--- src/rtl/rv32_exec_unit_pkg.sv ---
`default_nettype none
// ============================================================================
//  Module      : rv32_exec_unit_pkg
//  Description : Opcode and funct3 constants shared by the RV32I execute unit
//  Revision    : 1.0 - initial release
// ============================================================================
package rv32_exec_unit_pkg;

    // Major opcodes, inst[6:0]
    localparam logic [6:0] c_OP     = 7'b0110011;
    localparam logic [6:0] c_OP_IMM = 7'b0010011;
    localparam logic [6:0] c_LOAD   = 7'b0000011;
    localparam logic [6:0] c_STORE  = 7'b0100011;
    localparam logic [6:0] c_BRANCH = 7'b1100011;
    localparam logic [6:0] c_LUI    = 7'b0110111;
    localparam logic [6:0] c_AUIPC  = 7'b0010111;
    localparam logic [6:0] c_JAL    = 7'b1101111;
    localparam logic [6:0] c_JALR   = 7'b1100111;
    localparam logic [6:0] c_SYSTEM = 7'b1110011;

    // ALU funct3 for OP / OP-IMM
    localparam logic [2:0] c_F3_ADD  = 3'b000;
    localparam logic [2:0] c_F3_SLL  = 3'b001;
    localparam logic [2:0] c_F3_SLT  = 3'b010;
    localparam logic [2:0] c_F3_SLTU = 3'b011;
    localparam logic [2:0] c_F3_XOR  = 3'b100;
    localparam logic [2:0] c_F3_SR   = 3'b101;
    localparam logic [2:0] c_F3_OR   = 3'b110;
    localparam logic [2:0] c_F3_AND  = 3'b111;

    // Branch funct3
    localparam logic [2:0] c_F3_BEQ  = 3'b000;
    localparam logic [2:0] c_F3_BNE  = 3'b001;
    localparam logic [2:0] c_F3_BLT  = 3'b100;
    localparam logic [2:0] c_F3_BGE  = 3'b101;
    localparam logic [2:0] c_F3_BLTU = 3'b110;
    localparam logic [2:0] c_F3_BGEU = 3'b111;

endpackage
`default_nettype wire

--- src/rtl/rv32_imm_decode.sv ---
`default_nettype none
// ============================================================================
//  Module      : rv32_imm_decode
//  Description : Sign-extended immediate extraction for all RV32I formats
//  Revision    : 1.0 - initial release
// ============================================================================
module rv32_imm_decode
    import rv32_exec_unit_pkg::*;
(
    input  logic [31:0] inst,
    output logic [31:0] imm
);

    // Select the immediate layout from the opcode; unknown opcodes yield zero
    always_comb begin
        imm = 32'h0000_0000;
        case (inst[6:0])
            c_LOAD, c_OP_IMM, c_JALR:
                imm = {{20{inst[31]}}, inst[31:20]};
            c_STORE:
                imm = {{20{inst[31]}}, inst[31:25], inst[11:7]};
            c_BRANCH:
                imm = {{19{inst[31]}}, inst[31], inst[7], inst[30:25], inst[11:8], 1'b0};
            c_LUI, c_AUIPC:
                imm = {inst[31:12], 12'h000};
            c_JAL:
                imm = {{11{inst[31]}}, inst[31], inst[19:12], inst[20], inst[30:21], 1'b0};
            default:
                imm = 32'h0000_0000;
        endcase
    end

endmodule
`default_nettype wire

--- src/rtl/rv32_exec_unit.sv ---
`default_nettype none
// ============================================================================
//  Module      : rv32_exec_unit
//  Description : RV32I execute stage - immediate decode, ALU, branch compare,
//                with a registered copy of the ALU result and branch flag
//  Revision    : 1.0 - initial release
// ============================================================================
module rv32_exec_unit
    import rv32_exec_unit_pkg::*;
(
    input  logic        clk,
    input  logic        reset,
    input  logic [31:0] inst,
    input  logic [31:0] in_a,
    input  logic [31:0] in_b,
    output logic [31:0] imm,
    output logic [31:0] result,
    output logic        take_b,
    output logic [31:0] result_q,
    output logic        take_b_q
);

    logic [6:0]  w_opcode;
    logic [2:0]  w_funct3;
    logic        w_alt;
    logic [4:0]  w_shamt;
    logic        w_lt_s;
    logic        w_lt_u;
    logic [31:0] w_result;
    logic        w_take_b;
    logic [31:0] r_result_q;
    logic        r_take_b_q;

    assign w_opcode = inst[6:0];
    assign w_funct3 = inst[14:12];
    assign w_alt    = inst[30];
    assign w_shamt  = in_b[4:0];
    assign w_lt_s   = ($signed(in_a) < $signed(in_b));
    assign w_lt_u   = (in_a < in_b);

    rv32_imm_decode u_imm_decode (
        .inst (inst),
        .imm  (imm)
    );

    // ALU: funct3 ops for OP/OP-IMM, plain add for every other opcode (address/link math)
    always_comb begin
        w_result = in_a + in_b;
        if ((w_opcode == c_OP) || (w_opcode == c_OP_IMM)) begin
            case (w_funct3)
                c_F3_ADD:  w_result = ((w_opcode == c_OP) && w_alt) ? (in_a - in_b) : (in_a + in_b);
                c_F3_SLL:  w_result = in_a << w_shamt;
                c_F3_SLT:  w_result = {31'd0, w_lt_s};
                c_F3_SLTU: w_result = {31'd0, w_lt_u};
                c_F3_XOR:  w_result = in_a ^ in_b;
                c_F3_SR:   w_result = w_alt ? $unsigned($signed(in_a) >>> w_shamt) : (in_a >> w_shamt);
                c_F3_OR:   w_result = in_a | in_b;
                c_F3_AND:  w_result = in_a & in_b;
                default:   w_result = in_a + in_b;
            endcase
        end
    end

    // Branch condition evaluation; only BRANCH opcodes can raise the flag
    always_comb begin
        w_take_b = 1'b0;
        if (w_opcode == c_BRANCH) begin
            case (w_funct3)
                c_F3_BEQ:  w_take_b = (in_a == in_b);
                c_F3_BNE:  w_take_b = (in_a != in_b);
                c_F3_BLT:  w_take_b = w_lt_s;
                c_F3_BGE:  w_take_b = ~w_lt_s;
                c_F3_BLTU: w_take_b = w_lt_u;
                c_F3_BGEU: w_take_b = ~w_lt_u;
                default:   w_take_b = 1'b0;
            endcase
        end
    end

    // One-cycle registered copy; reset wins over fresh data on the same edge
    always_ff @(posedge clk) begin
        if (reset) begin
            r_result_q <= 32'h0000_0000;
            r_take_b_q <= 1'b0;
        end else begin
            r_result_q <= w_result;
            r_take_b_q <= w_take_b;
        end
    end

    assign result   = w_result;
    assign take_b   = w_take_b;
    assign result_q = r_result_q;
    assign take_b_q = r_take_b_q;

endmodule
`default_nettype wire

--- config.mk ---
export PLATFORM = sky130hd
export DESIGN_NAME = rv32_exec_unit
export DESIGN_NICKNAME = d
export VERILOG_FILES = /design/src/rtl/rv32_exec_unit_pkg.sv /design/src/rtl/rv32_imm_decode.sv /design/src/rtl/rv32_exec_unit.sv
export SDC_FILE = /design/constraint.sdc
export NUM_CORES = 1
export LEC_CHECK = 0
export BUFFER_PORTS_ARGS = -buffer_cell sky130_fd_sc_hd__buf_2
export CORE_MARGIN = 10
export CORE_UTILIZATION = 36
export CTS_CLUSTER_SIZE = 14
export DETAILED_ROUTE_END_ITERATION = 16
export PLACE_DENSITY_LB_ADDON = 0.1
export SYNTH_ARGS = -nofsm -noshare
export SYNTH_HDL_FRONTEND = slang
export SYNTH_SLANG_ARGS = --single-unit
export TNS_END_PERCENT = 100
--- constraint.sdc ---
create_clock -name clk -period 3.6 [get_ports clk]
set_input_delay 0.18 -clock clk [delete_from_list [all_inputs] [get_ports clk]]
set_output_delay 0.18 -clock clk [all_outputs]
set_load 0.03 [all_outputs]
---- Word-level counts from Yosys, hierarchy flattened ----
Cells that the tools add are included.
storage, ports and cells
  flip-flop bits (word level) ............. 33
  output and inout port bits .............. 98
cells by class
  $add $sub $neg .......................... 2
  order comparisons ....................... 2
  equal/unequal tests ..................... 18
  shift-type cells ........................ 3
  muxes and demuxes ....................... 7
  bitwise logic cells ..................... 5
  reductions and logical operators ........ 5
operators with widths
  operator            count
  $pmux 32 s8         1
  $pmux 32 s5         1
  $mux 32             3
  $lt 32x32->1        2
  $add 32x32->32      1
  $and 32x32->32      1
  $eq 32x32->1        1
  $ne 32x32->1        1
  $or 32x32->32       1
  $shl 32x5->32       1
  $shr 32x5->32       1
  $sshr 32x5->32      1
  $sub 32x32->32      1
  $xor 32x32->32      1
  $eq 7x6->1 const B  3
  $eq 7x7->1 const B  3
  $eq 7x5->1 const B  2
  $eq 3x3->1 const B  4
  $eq 7x2->1 const B  1
  $eq 3x2->1 const B  2
  $pmux 1 s6          1
  $eq 3x1->1 const B  1
  $logic_not 3->1     1
  $reduce_or 3->1     1
  other kinds (5)     6

---- Longest topological paths before layout ----
Gate-level depths: netlist of the first run.
  depth in word-level cells ............... 5
  mapped depth ............................ 13
  mapped depth without buffers ............ 11

---- Cells and area by module ----
A second synthesis of the first run with hierarchy kept.
unflattened totals
  cells, all modules ...................... 1603
  area, all modules ....................... 10986.8 um^2
by module, submodules not included
  module           instances  cells an instance  area each (um^2)  sequential area each (um^2)
  rv32_exec_unit   1          1524               10440.0           660.6
  rv32_imm_decode  1          79                 546.8             0.0

---- Worst setup path after synthesis of the first run ----
No wires, ideal clock.
  path type ............................... input port to output port
  from .................................... input port in_b[2]
  to ...................................... output port take_b
  data arrival time ....................... 3.694 ns
  path slack .............................. -0.274 ns
  cell stages on the path ................. 13
  cell sequence ........................... inv_2 > buf_1 > buf_2 > buf_1 > ha_1 > o21bai_1 > a21oi_1 > o211ai_1 > a211oi_2 > o221ai_2 > a21oi_2 > or3b_1 > a31oi_1
between the ends
  word-level cells in the longest chain between the ends .. 4
RTL lines
  item                             RTL line                                    source
  start, declared                  rv32_exec_unit.sv:15                        input logic [31:0] in_b,
  $lt 32x32->1 (on tied branches)  rv32_exec_unit.sv:39, rv32_exec_unit.sv:38
  $not 1->1 (on tied branches)     rv32_exec_unit.sv:74, rv32_exec_unit.sv:72
  $pmux 1 s6 (*)                   rv32_exec_unit.sv:68                        case (w_funct3)
  $mux 1 (*)                       rv32_exec_unit.sv:67                        if (w_opcode == c_BRANCH) begin
  end, declared                    rv32_exec_unit.sv:18                        output logic take_b,
Every way passes the cells marked *; elsewhere a longest branch is shown, timed or not.

---- Worst setup path in the final report of the first run ----
  from .................................... input port in_b[1]
  to ...................................... output port result[31]
between the ends
  word-level cells in the longest chain between the ends .. 4
RTL lines
  item                                          RTL line                                    source
  $add 32x32->32, or another cell as far along  -
  $mux 32 (on tied branches)                    rv32_exec_unit.sv:51, rv32_exec_unit.sv:56
  $pmux 32 s8                                   rv32_exec_unit.sv:50                        case (w_funct3)
  $mux 32 (*)                                   rv32_exec_unit.sv:49                        if ((w_opcode == c_OP) || (w_opcode == c_OP_IMM)) begin
  end, declared                                 rv32_exec_unit.sv:17                        output logic [31:0] result,
Marks and branches as above.

==> results of run 1 <==
-- flip-flops by register name, indices dropped and copies added (netlist names) --
signal,cells
result_q,32
take_b_q,1
-- synth_stat cells, types with 18 or more instances --
library cell / number
a211oi_1: 28
a21oi_1: 129
nand2_1: 125
nand3_1: 33
xnor2_1: 23
ha_1: 97
nor2b_1: 31
mux4_2: 76
nor2_1: 134
a31oi_1: 25
o21ai_0: 115
o31ai_1: 18
dfxtp_1: 33
clkbuf_1: 74
o211ai_1: 27
inv_1: 117
a21o_1: 35
nor3_1: 57
mux2i_1: 33
-- area by class of cell --
type                    instances  area (µm²)
clock buffers                   6         139
clock inverters                 2        37.5
fillers                      3251       17200
inverters                     123         462
multi-input cells            1263        9550
flip-flops and latches         33         661
well taps                     396         495
repair buffers                328        1980
-- per-layer routing --
layer | global-route usage (%) | up-vias | wire length [µm]
met1 | 35.9 | 6476 | 23200
met4 | 13.0 | 0 | 2700
met3 | 5.32 | 114 | 4980
li1 | - | 6181 | -
met5 | 0 | - | 0
met2 | 45.0 | 813 | 26100
-- power by group through the flow --
stage	Sequential [mW]	Clock (mW)	Combinational (mW)
floorplan	0.525	0	1.38
global placement	0.429	0	2.27
detailed placement	0.429	0	2.27
CTS	0.422	0.555	2.29
global route	0.424	0.568	2.48
finish	0.421	0.540	2.32
-- layout by cell type (no fill, tap or decap), types with 7 or more instances in the layout --
master,count
mux2i_1,33
and3_1,8
mux4_2,76
o311ai_0,7
or2_2,7
a31oi_1,24
ha_1,97
xnor2_1,23
mux2_2,12
o221ai_1,13
a221o_1,9
o211ai_1,27
nor2b_1,31
a211o_1,8
o21bai_1,10
nor2_1,134
nand2b_1,10
and2_1,16
a211oi_1,26
buf_4,133
o22ai_1,17
a21o_1,35
nor3_1,57
o21a_1,13
o2111ai_1,8
o21ai_0,114
inv_1,117
buf_2,194
o31ai_1,17
nand2_1,125
a22oi_1,10
a21oi_1,128
nor4_1,10
or3_1,15
nand4_1,8
nand3_1,33
dfxtp_1,33
-- cell families (layout without fill, tap and decap cells) --
group	after synthesis	count (layout)	synth area share, %
AOI/OAI and AO/OA	541	541	32.2
xor gates and xnor gates	24	24	1.89
adders and majority gates	99	99	11.3
buffers and inverters	237	459	8.59
DFF	33	33	5.94
muxes	121	121	19.6
and+or+nand+nor	478	478	20.5
-- final timing paths --
kind	from	end	slack (ns)	depth (start not counted)
worst min-delay path	inst[2]	take_b_q	0.35	4
worst max-delay path	in_b[1]	result[31]	0.16	13
-- what timing repair did --
item | in CTS | in global routing
hold endpoints to repair | 0 | 0
setup endpoints to repair | 2 | 9
pin swaps | 0 | 3
gates resized for setup | 3 | 7
hold buffers | 0 | 0
==> flow_metrics.env, run 1 <==
export IMPL_postCtsSetupBuffers=0
export IMPL_overflow=0
export IMPL_diodes=0
export IMPL_final_cells=2151
export IMPL_period_minus_slack_ns=3.44
export IMPL_drtAntennaViolNets=0
export IMPL_syn_avg_cell_area_um2=7.26
export IMPL_clk_pin_slew_worst_paths_ns=0.06
export IMPL_synth_flop_cell="dfxtp_1"
export IMPL_final_area_mm2=0.0133
export IMPL_ys_ff_latch=33
export IMPL_dpl_worst_slack_ns=-0.220
export IMPL_h_tree_depth=2
export IMPL_rsz0062_at_grt="false"
export IMPL_start_kind="input pin"
export IMPL_switchingPower_mw=1.68
export IMPL_final_hold_viol_count=0
export IMPL_dp_cells=2143
export IMPL_critPathMostFrequentCell="buf_2"
export IMPL_root_buffer="clkbuf_16"
export IMPL_setup_ws_ns=0.157
export IMPL_cp_arrival_ns=3.26
export IMPL_grt_usage_pct=28.2
export IMPL_antenna_found_initial=0
export IMPL_power_leakage_nw=6.01
export IMPL_syn_num_nets=1730
export IMPL_firstDrtPassIters=8
export IMPL_wl_um=56900
export IMPL_grt_max_degree=59
export IMPL_p_comb_share_pct=70.7
export IMPL_synthCells=1533
export IMPL_coreArea_mm2=0.0305
export IMPL_gp_congestion=1.03
export IMPL_max_freq_ghz=0.290
export IMPL_slew_viol_final=0
export IMPL_place_area_mm2=0.0131
export IMPL_die_w_um=196
export IMPL_drv_cap=0
export IMPL_p_clk_share_pct=16.5
export IMPL_cts_buffers=5
export IMPL_synth_top_cell_by_area="mux4_2"
export IMPL_grt_pass1_vias=13100
export IMPL_synth_area_top_cells="mux4_2, ha_1, dfxtp_1"
export IMPL_clk_path_buf_depth=2
export IMPL_io_pins=196
export IMPL_fin_tns_setup_ns=0
export IMPL_start_util_pct=36.5
export IMPL_cts_sinks=33
export IMPL_status="finished, final reports clean"
export IMPL_relSlewSlack_pct=39.8
export IMPL_drc=0
export IMPL_drive_above_1_share_pct=26.0
export IMPL_fin_crit_sh_pct=95.6
export IMPL_synthDominantCellAreaShare_pct=15.4
export IMPL_synthDistinctLibCells=88
export IMPL_min_path_type="input pin to register"
export IMPL_drtIter0Drc=1390
export IMPL_netlist_area_mm2=0.0111
export IMPL_end_kind="output pin"
export IMPL_finalSetupViolations=0
export IMPL_worst_pin_slew_ns=0.900
export IMPL_synth_edf_count=0
export IMPL_p_int_mw=1.60
export IMPL_synth_async_reset_ratio_pct=0
export IMPL_cp_top_family="compound AO/OA/AOI/OAI gates"
export IMPL_place_port_buffers=195
export IMPL_p_sw_share_pct=51.3
export IMPL_via_per_inst=6.32
export IMPL_dp_hpwl_um=46100
export IMPL_yosysWarnings=0
export IMPL_grt_pass1_wl_um=83900
export IMPL_seqPwrFrac_pct=12.8
export IMPL_p_total_mw=3.28
export IMPL_cp_slowest_cell="a221o_1"
export IMPL_worstPathRequired_ns=3.42
export IMPL_synth_sequential_area_ratio_pct=5.94
export IMPL_p_per_area_mw_per_mm2=246
export IMPL_die_area_mm2=0.0383
export IMPL_critical_path_n_buffers_inverters=4
export IMPL_whs_ns=0.350
export IMPL_crit_type="input pin to output pin"
export IMPL_utilization_pct=43.7
export IMPL_num_vias=13600
export IMPL_path_cells="buf_2 > clkinv_1 > ha_1 > a21o_1 > and4_1 > o211ai_1 > a211oi_1 > buf_4 > a221o_1 > and2_1 > a2111o_1 > a22oi_2 > buf_2"
export IMPL_dieHeight_um=196
export IMPL_ir_worst_vdd_uv=222
export IMPL_syn2layout_area_growth_pct=19.8
export IMPL_fp_row_count=64
export IMPL_max_stage_delay_ns=0.41
export IMPL_num_nets_final=1951
export IMPL_worstPathMaxFanout=4
export IMPL_wl_per_cell_um=26.5
export IMPL_cts_tree="done"
Power figures use the tool's default switching activity.
==> inputs of run 2 (changes only) <==
Settings changed: BUFFER_PORTS_ARGS -buffer_cell sky130_fd_sc_hd__buf_2 to unset, DONT_BUFFER_PORTS set to 1.
==> run 2 against run 1 <==
Setup slack gained 0.033 ns. Power down 9.9%. Worst hold slack got worse by 0.28 ns. Flip-flop and latch count stayed put. Final cell count down 11%. Utilization decreased by 3.9 points. Count of clock-buffer cells in the layout grew 1.
==> flow_metrics.env, run 2 (same netlist as run 1, synthesis figures left out) <==
export IMPL_status="finished, final reports clean"
export IMPL_cts_buffers=5
export IMPL_max_freq_ghz=0.293
export IMPL_layout_commonest_cell="nor2_1"
export IMPL_wl_um=56100
export IMPL_p_per_area_mw_per_mm2=243
export IMPL_drv_cap=0
export IMPL_min_delay_start="reset"
export IMPL_die_w_um=196
export IMPL_drive_above_1_share_pct=14.5
export IMPL_worstPathRequired_ns=3.42
export IMPL_antenna_found_initial=0
export IMPL_slew_viol_final=0
export IMPL_critPathMostFrequentCell="buf_4"
export IMPL_grt_pass1_wl_um=81900
export IMPL_coreArea_mm2=0.0305
export IMPL_busiest_layer="met2"
export IMPL_syn2layout_area_growth_pct=9.25
export IMPL_drtIter0Drc=1474
export IMPL_place_area_mm2=0.0120
export IMPL_cts_sinks=33
export IMPL_dieHeight_um=196
export IMPL_p_clk_share_pct=14.8
export IMPL_largest_reg_flops=32
export IMPL_num_vias=12700
export IMPL_rsz0062_at_grt="false"
export IMPL_start_util_pct=36.5
export IMPL_diodes=0
export IMPL_io_pins=196
export IMPL_end_kind="output pin"
export IMPL_min_path_type="input pin to register"
export IMPL_final_cell_mix="nor2_1, a21oi_1, nand2_1, inv_1, o21ai_0"
export IMPL_grt_usage_pct=27.7
export IMPL_clk_path_buf_depth=2
export IMPL_overflow=0
export IMPL_firstDrtPassIters=5
export IMPL_max_stage_delay_ns=0.46
export IMPL_period_minus_slack_ns=3.41
export IMPL_cp_slowest_cell="xnor2_1"
export IMPL_place_port_buffers=0
export IMPL_path_cells="inv_1 > ha_1 > nor4_1 > nand2_1 > nor3_2 > a211oi_4 > o221ai_2 > a21oi_2 > xnor2_1 > buf_4 > o21ai_1 > buf_4"
export IMPL_p_int_mw=1.47
export IMPL_finalSetupViolations=0
export IMPL_whs_ns=0.0673
export IMPL_seqPwrFrac_pct=17.8
export IMPL_start_kind="input pin"
export IMPL_ir_worst_vdd_uv=156
export IMPL_worst_pin_slew_ns=0.957
export IMPL_crit_start="in_a[11]"
export IMPL_final_area_mm2=0.0122
export IMPL_root_buffer="clkbuf_16"
export IMPL_p_comb_share_pct=67.4
export IMPL_h_tree_depth=2
export IMPL_final_hold_viol_count=0
export IMPL_clk_pin_slew_worst_paths_ns=0.06
export IMPL_worstPathMaxFanout=11
export IMPL_drc=0
export IMPL_die_area_mm2=0.0383
export IMPL_critical_path_n_buffers_inverters=3
export IMPL_use_met2_pct=45.1
export IMPL_relSlewSlack_pct=35.5
export IMPL_num_nets_final=1721
export IMPL_switchingPower_mw=1.49
export IMPL_power_leakage_nw=5.01
export IMPL_wl_per_cell_um=29.2
export IMPL_gp_congestion=0.980
export IMPL_grt_pass1_vias=12000
export IMPL_crit_type="input pin to output pin"
export IMPL_grt_max_degree=92
export IMPL_use_met3_pct=6.27
export IMPL_cts_tree="done"
export IMPL_cp_arrival_ns=3.23
export IMPL_fp_row_count=64
export IMPL_cp_top_family="simple AND/OR/NAND/NOR gates"
export IMPL_via_per_inst=6.60
export IMPL_p_sw_share_pct=50.2
export IMPL_fin_crit_sh_pct=94.7
export IMPL_met1_usage_pct=35.3
export IMPL_dp_hpwl_um=44500
export IMPL_drtAntennaViolNets=0
[run 2: changes by cell type in the layout (fill, tap and decap cells not counted), sizes merged]
cell    change
buf       -230
bufinv      -1
clkbuf      +1
[run 2: layout make-up]
| class | count | area, µm² |
|---|---|---|
| clock buffer | 7 | 133 |
| multi-input combinational | 1263 | 9550 |
| sequential | 33 | 661 |
| clock inverter | 1 | 7.51 |
| fill | 3243 | 18400 |
| timing repair buffer | 98 | 848 |
| inverter | 123 | 462 |
| tap | 396 | 495 |
[run 2: per-stage QoR]
step | std cells | total power, mW | TNS [ns] | worst slack [ns] | utilization (%)
after floorplan | 1533 | 1.90 | 0 | 0.0441 | -
after global placement | 1912 | 2.49 | -0.0209 | -0.0209 | 39.2
after detailed placement | 1912 | 2.48 | 0 | 0.0296 | 39.2
after CTS | 1921 | 2.94 | 0 | 0.0157 | 39.8
after global routing | 1921 | 3.12 | 0 | 0.0479 | 39.8
final | 1921 | 2.96 | 0 | 0.190 | 39.8
[run 2: power groups by stage]
stage / registers [mW] / clock network, mW / logic [mW]
2_1_floorplan: 0.525 / 0 / 1.38
3_3_place_gp: 0.538 / 0 / 1.95
3_5_place_dp: 0.537 / 0 / 1.94
4_1_cts: 0.529 / 0.453 / 1.96
5_1_grt: 0.531 / 0.465 / 2.12
6_report: 0.526 / 0.438 / 1.99
[run 2: final timing paths]
path,end,slack [ns],depth (start not counted)
hold / removal,result_q[0],0.07,1
setup / recovery,result[0],0.19,12
[run 2: routing by layer]
metal / vias up / part of all wire, %
li1: 5719 / -
met5: - / 0
met3: 85 / 9.6
met2: 697 / 46
met4: 0 / 3.3
met1: 6170 / 41
[run 2: repair_timing]
item                                    4_1_cts  5_1_grt
endpoints found under the hold margin        32        0
hold buffers                                  1        0
endpoints found under the setup margin        0        6
gates resized for setup                       0        5
buffers inserted                              0        0
==> inputs of run 3 (changes only) <==
Settings changed: ABC_AREA set to 1.
==> run 3 against run 2 <==
Sequential power is 1% lower. Synthesized cell count is 58% higher. Worst hold slack better by 0.15 ns.
==> flow_metrics.env, run 3 <==
export IMPL_via_per_inst=5.66
export IMPL_synth_async_reset_ratio_pct=0
export IMPL_power_leakage_nw=7.18
export IMPL_clk_path_buf_depth=2
export IMPL_cp_top_family="simple AND/OR/NAND/NOR gates"
export IMPL_status="finished, final reports clean"
export IMPL_fillers=3936
export IMPL_grt_max_degree=71
export IMPL_fp_row_count=67
export IMPL_fin_crit_sh_pct=81.2
export IMPL_worst_pin_slew_ns=1.09
export IMPL_start_util_pct=36.3
export IMPL_path_cells="inv_4 > buf_4 > nand3_1 > nand3_1 > nand2_1 > nand2_1 > nand3_1 > nand2_1 > nand3_1 > nand2_1 > nand2_1 > nor2_1 > inv_1"
export IMPL_antenna_found_initial=0
export IMPL_max_freq_ghz=0.342
export IMPL_root_buffer="clkbuf_16"
export IMPL_finalSetupViolations=0
export IMPL_place_area_mm2=0.0124
export IMPL_yosysMostFrequentCell="nand2_1"
export IMPL_synthDominantCellAreaShare_pct=27.1
export IMPL_synthDistinctLibCells=47
export IMPL_syn_num_nets=2625
export IMPL_synth_sequential_area_ratio_pct=5.44
export IMPL_drtIter0Drc=2031
export IMPL_start_kind="input pin"
export IMPL_grt_pass1_wl_um=97500
export IMPL_h_tree_depth=2
export IMPL_num_vias=15900
export IMPL_overflow=0
export IMPL_synth_flop_cell="dfxtp_1"
export IMPL_layout_commonest_cell="nand2_1"
export IMPL_final_cell_mix="nand2_1, nand3_1, inv_1, nor2_1, a21oi_1"
export IMPL_ir_worst_vdd_uv=193
export IMPL_max_stage_delay_ns=0.40
export IMPL_fin_tns_setup_ns=0
export IMPL_netlist_area_mm2=0.0121
export IMPL_ys_ff_latch=33
export IMPL_grt_pass1_vias=15100
export IMPL_drive_above_1_share_pct=4.35
export IMPL_rsz0062_at_grt="false"
export IMPL_worstPathMaxFanout=64
export IMPL_cts_hold_buf=1
export IMPL_crit_type="input pin to output pin"
export IMPL_largest_reg_flops=32
export IMPL_relSlewSlack_pct=26.8
export IMPL_drc=0
export IMPL_cts_resized=0
export IMPL_cp_arrival_ns=2.74
export IMPL_final_area_mm2=0.0125
export IMPL_final_hold_viol_count=0
export IMPL_coreArea_mm2=0.0334
export IMPL_synth_area_top_cells="nand2_1, nand3_1, inv_1"
export IMPL_drv_cap=0
export IMPL_synth_edf_count=0
export IMPL_synth_top_cell_by_area="nand2_1"
export IMPL_period_minus_slack_ns=2.92
export IMPL_wl_per_cell_um=23.8
export IMPL_end_kind="output pin"
export IMPL_critical_path_n_buffers_inverters=3
export IMPL_io_pins=196
export IMPL_dieHeight_um=204
export IMPL_dp_hpwl_um=56900
export IMPL_cts_tree="done"
export IMPL_syn2layout_area_growth_pct=3.23
export IMPL_hold_end="take_b_q"
export IMPL_synthCells=2428
export IMPL_cts_sinks=33
export IMPL_p_per_area_mw_per_mm2=242
export IMPL_num_nets_final=2562
export IMPL_drtAntennaViolNets=0
export IMPL_postCtsSetupBuffers=0
export IMPL_utilization_pct=37.5
export IMPL_die_w_um=204
export IMPL_p_total_mw=3.04
export IMPL_die_area_mm2=0.0415
export IMPL_syn_avg_cell_area_um2=5.00
export IMPL_grt_usage_pct=31.1
export IMPL_synth_commonest_cells="nand2_1, nand3_1, inv_1"
export IMPL_cp_slowest_cell="inv_4"
export IMPL_yosysWarnings=0
export IMPL_slew_viol_final=0
export IMPL_clk_pin_slew_worst_paths_ns=0.06
export IMPL_min_delay_start="inst[13]"
export IMPL_critPathMostFrequentCell="nand2_1"
export IMPL_cts_buffers=5
export IMPL_min_path_type="input pin to register"
export IMPL_whs_path_depth=3
export IMPL_wl_um=67100
export IMPL_firstDrtPassIters=6
export IMPL_place_port_buffers=0
export IMPL_worstPathRequired_ns=3.42
export IMPL_whs_ns=0.216
export IMPL_gp_congestion=0.996
run 3: cell count changes after synthesis, sizes merged, moves of 54 or more:
cell	before	now
buf	40	94
mux4	76	0
clkbuf	74	16
nand2	125	887
inv	119	368
nand3	33	408
run 3: per-stage QoR:
step	worst slack, ns	instances
after global placement	0.773	2805
after floorplan	1.07	2428
after global routing	0.546	2814
after CTS	0.752	2814
after detailed placement	0.758	2805
final	0.678	2815
run 3: how the worst max path moves through the flow:
stage | cells after the start | slack (ns) | endpoint | start
5_1_grt | 17 | 0.55 | result[22] | in_b[0]
3_5_place_dp | 14 | 0.76 | result[17] | in_b[11]
3_3_place_gp | 14 | 0.77 | result[17] | in_b[12]
4_1_cts | 14 | 0.75 | result[17] | in_b[11]
2_1_floorplan | 20 | 1.07 | result_q[15] | in_b[2]
6_report | 13 | 0.68 | result[23] | in_b[1]
run 3: tightest hold or removal path, stage by stage:
cell     delay [ns]
a21oi_1        0.09
nand2_1        0.14
nor2_1         0.05
run 3: final cells by class:
class	instances	area (µm²)	area share (%)
Multi-Input combinational cell	1915	9460	75.5
Inverter	370	1390	11.1
Sequential cell	33	661	5.27
Tap cell	448	561	4.47
Timing Repair Buffer	40	303	2.41
Clock buffer	7	153	1.22
Clock inverter	1	5.00	0.0399
Antenna cell	1	2.50	0.0200
run 3: cells by family after synthesis:
group                    synth area share, %
flip-flops                              5.44
AO/OA/AOI/OAI                           12.1
adder cells (fa/ha/maj)                 10.3
AND/OR/NAND/NOR                         54.4
buffers and inverters                   16.8
XOR/XNOR                               0.937
run 3: layer usage:
metal	share of wire, %	vias to the layer above	global-route usage, %
met2	46	848	51.6
met3	9.0	103	5.17
li1	-	7604	-
met1	42	7382	40.1
met4	3.2	0	10.2
met5	0	-	0
run 3: report_power, final:
group | switching (mW) | internal, mW
Combinational | 1.49 | 0.542
Clock | 0.196 | 0.294
Sequential | 0.108 | 0.411
Total | 1.79 | 1.25
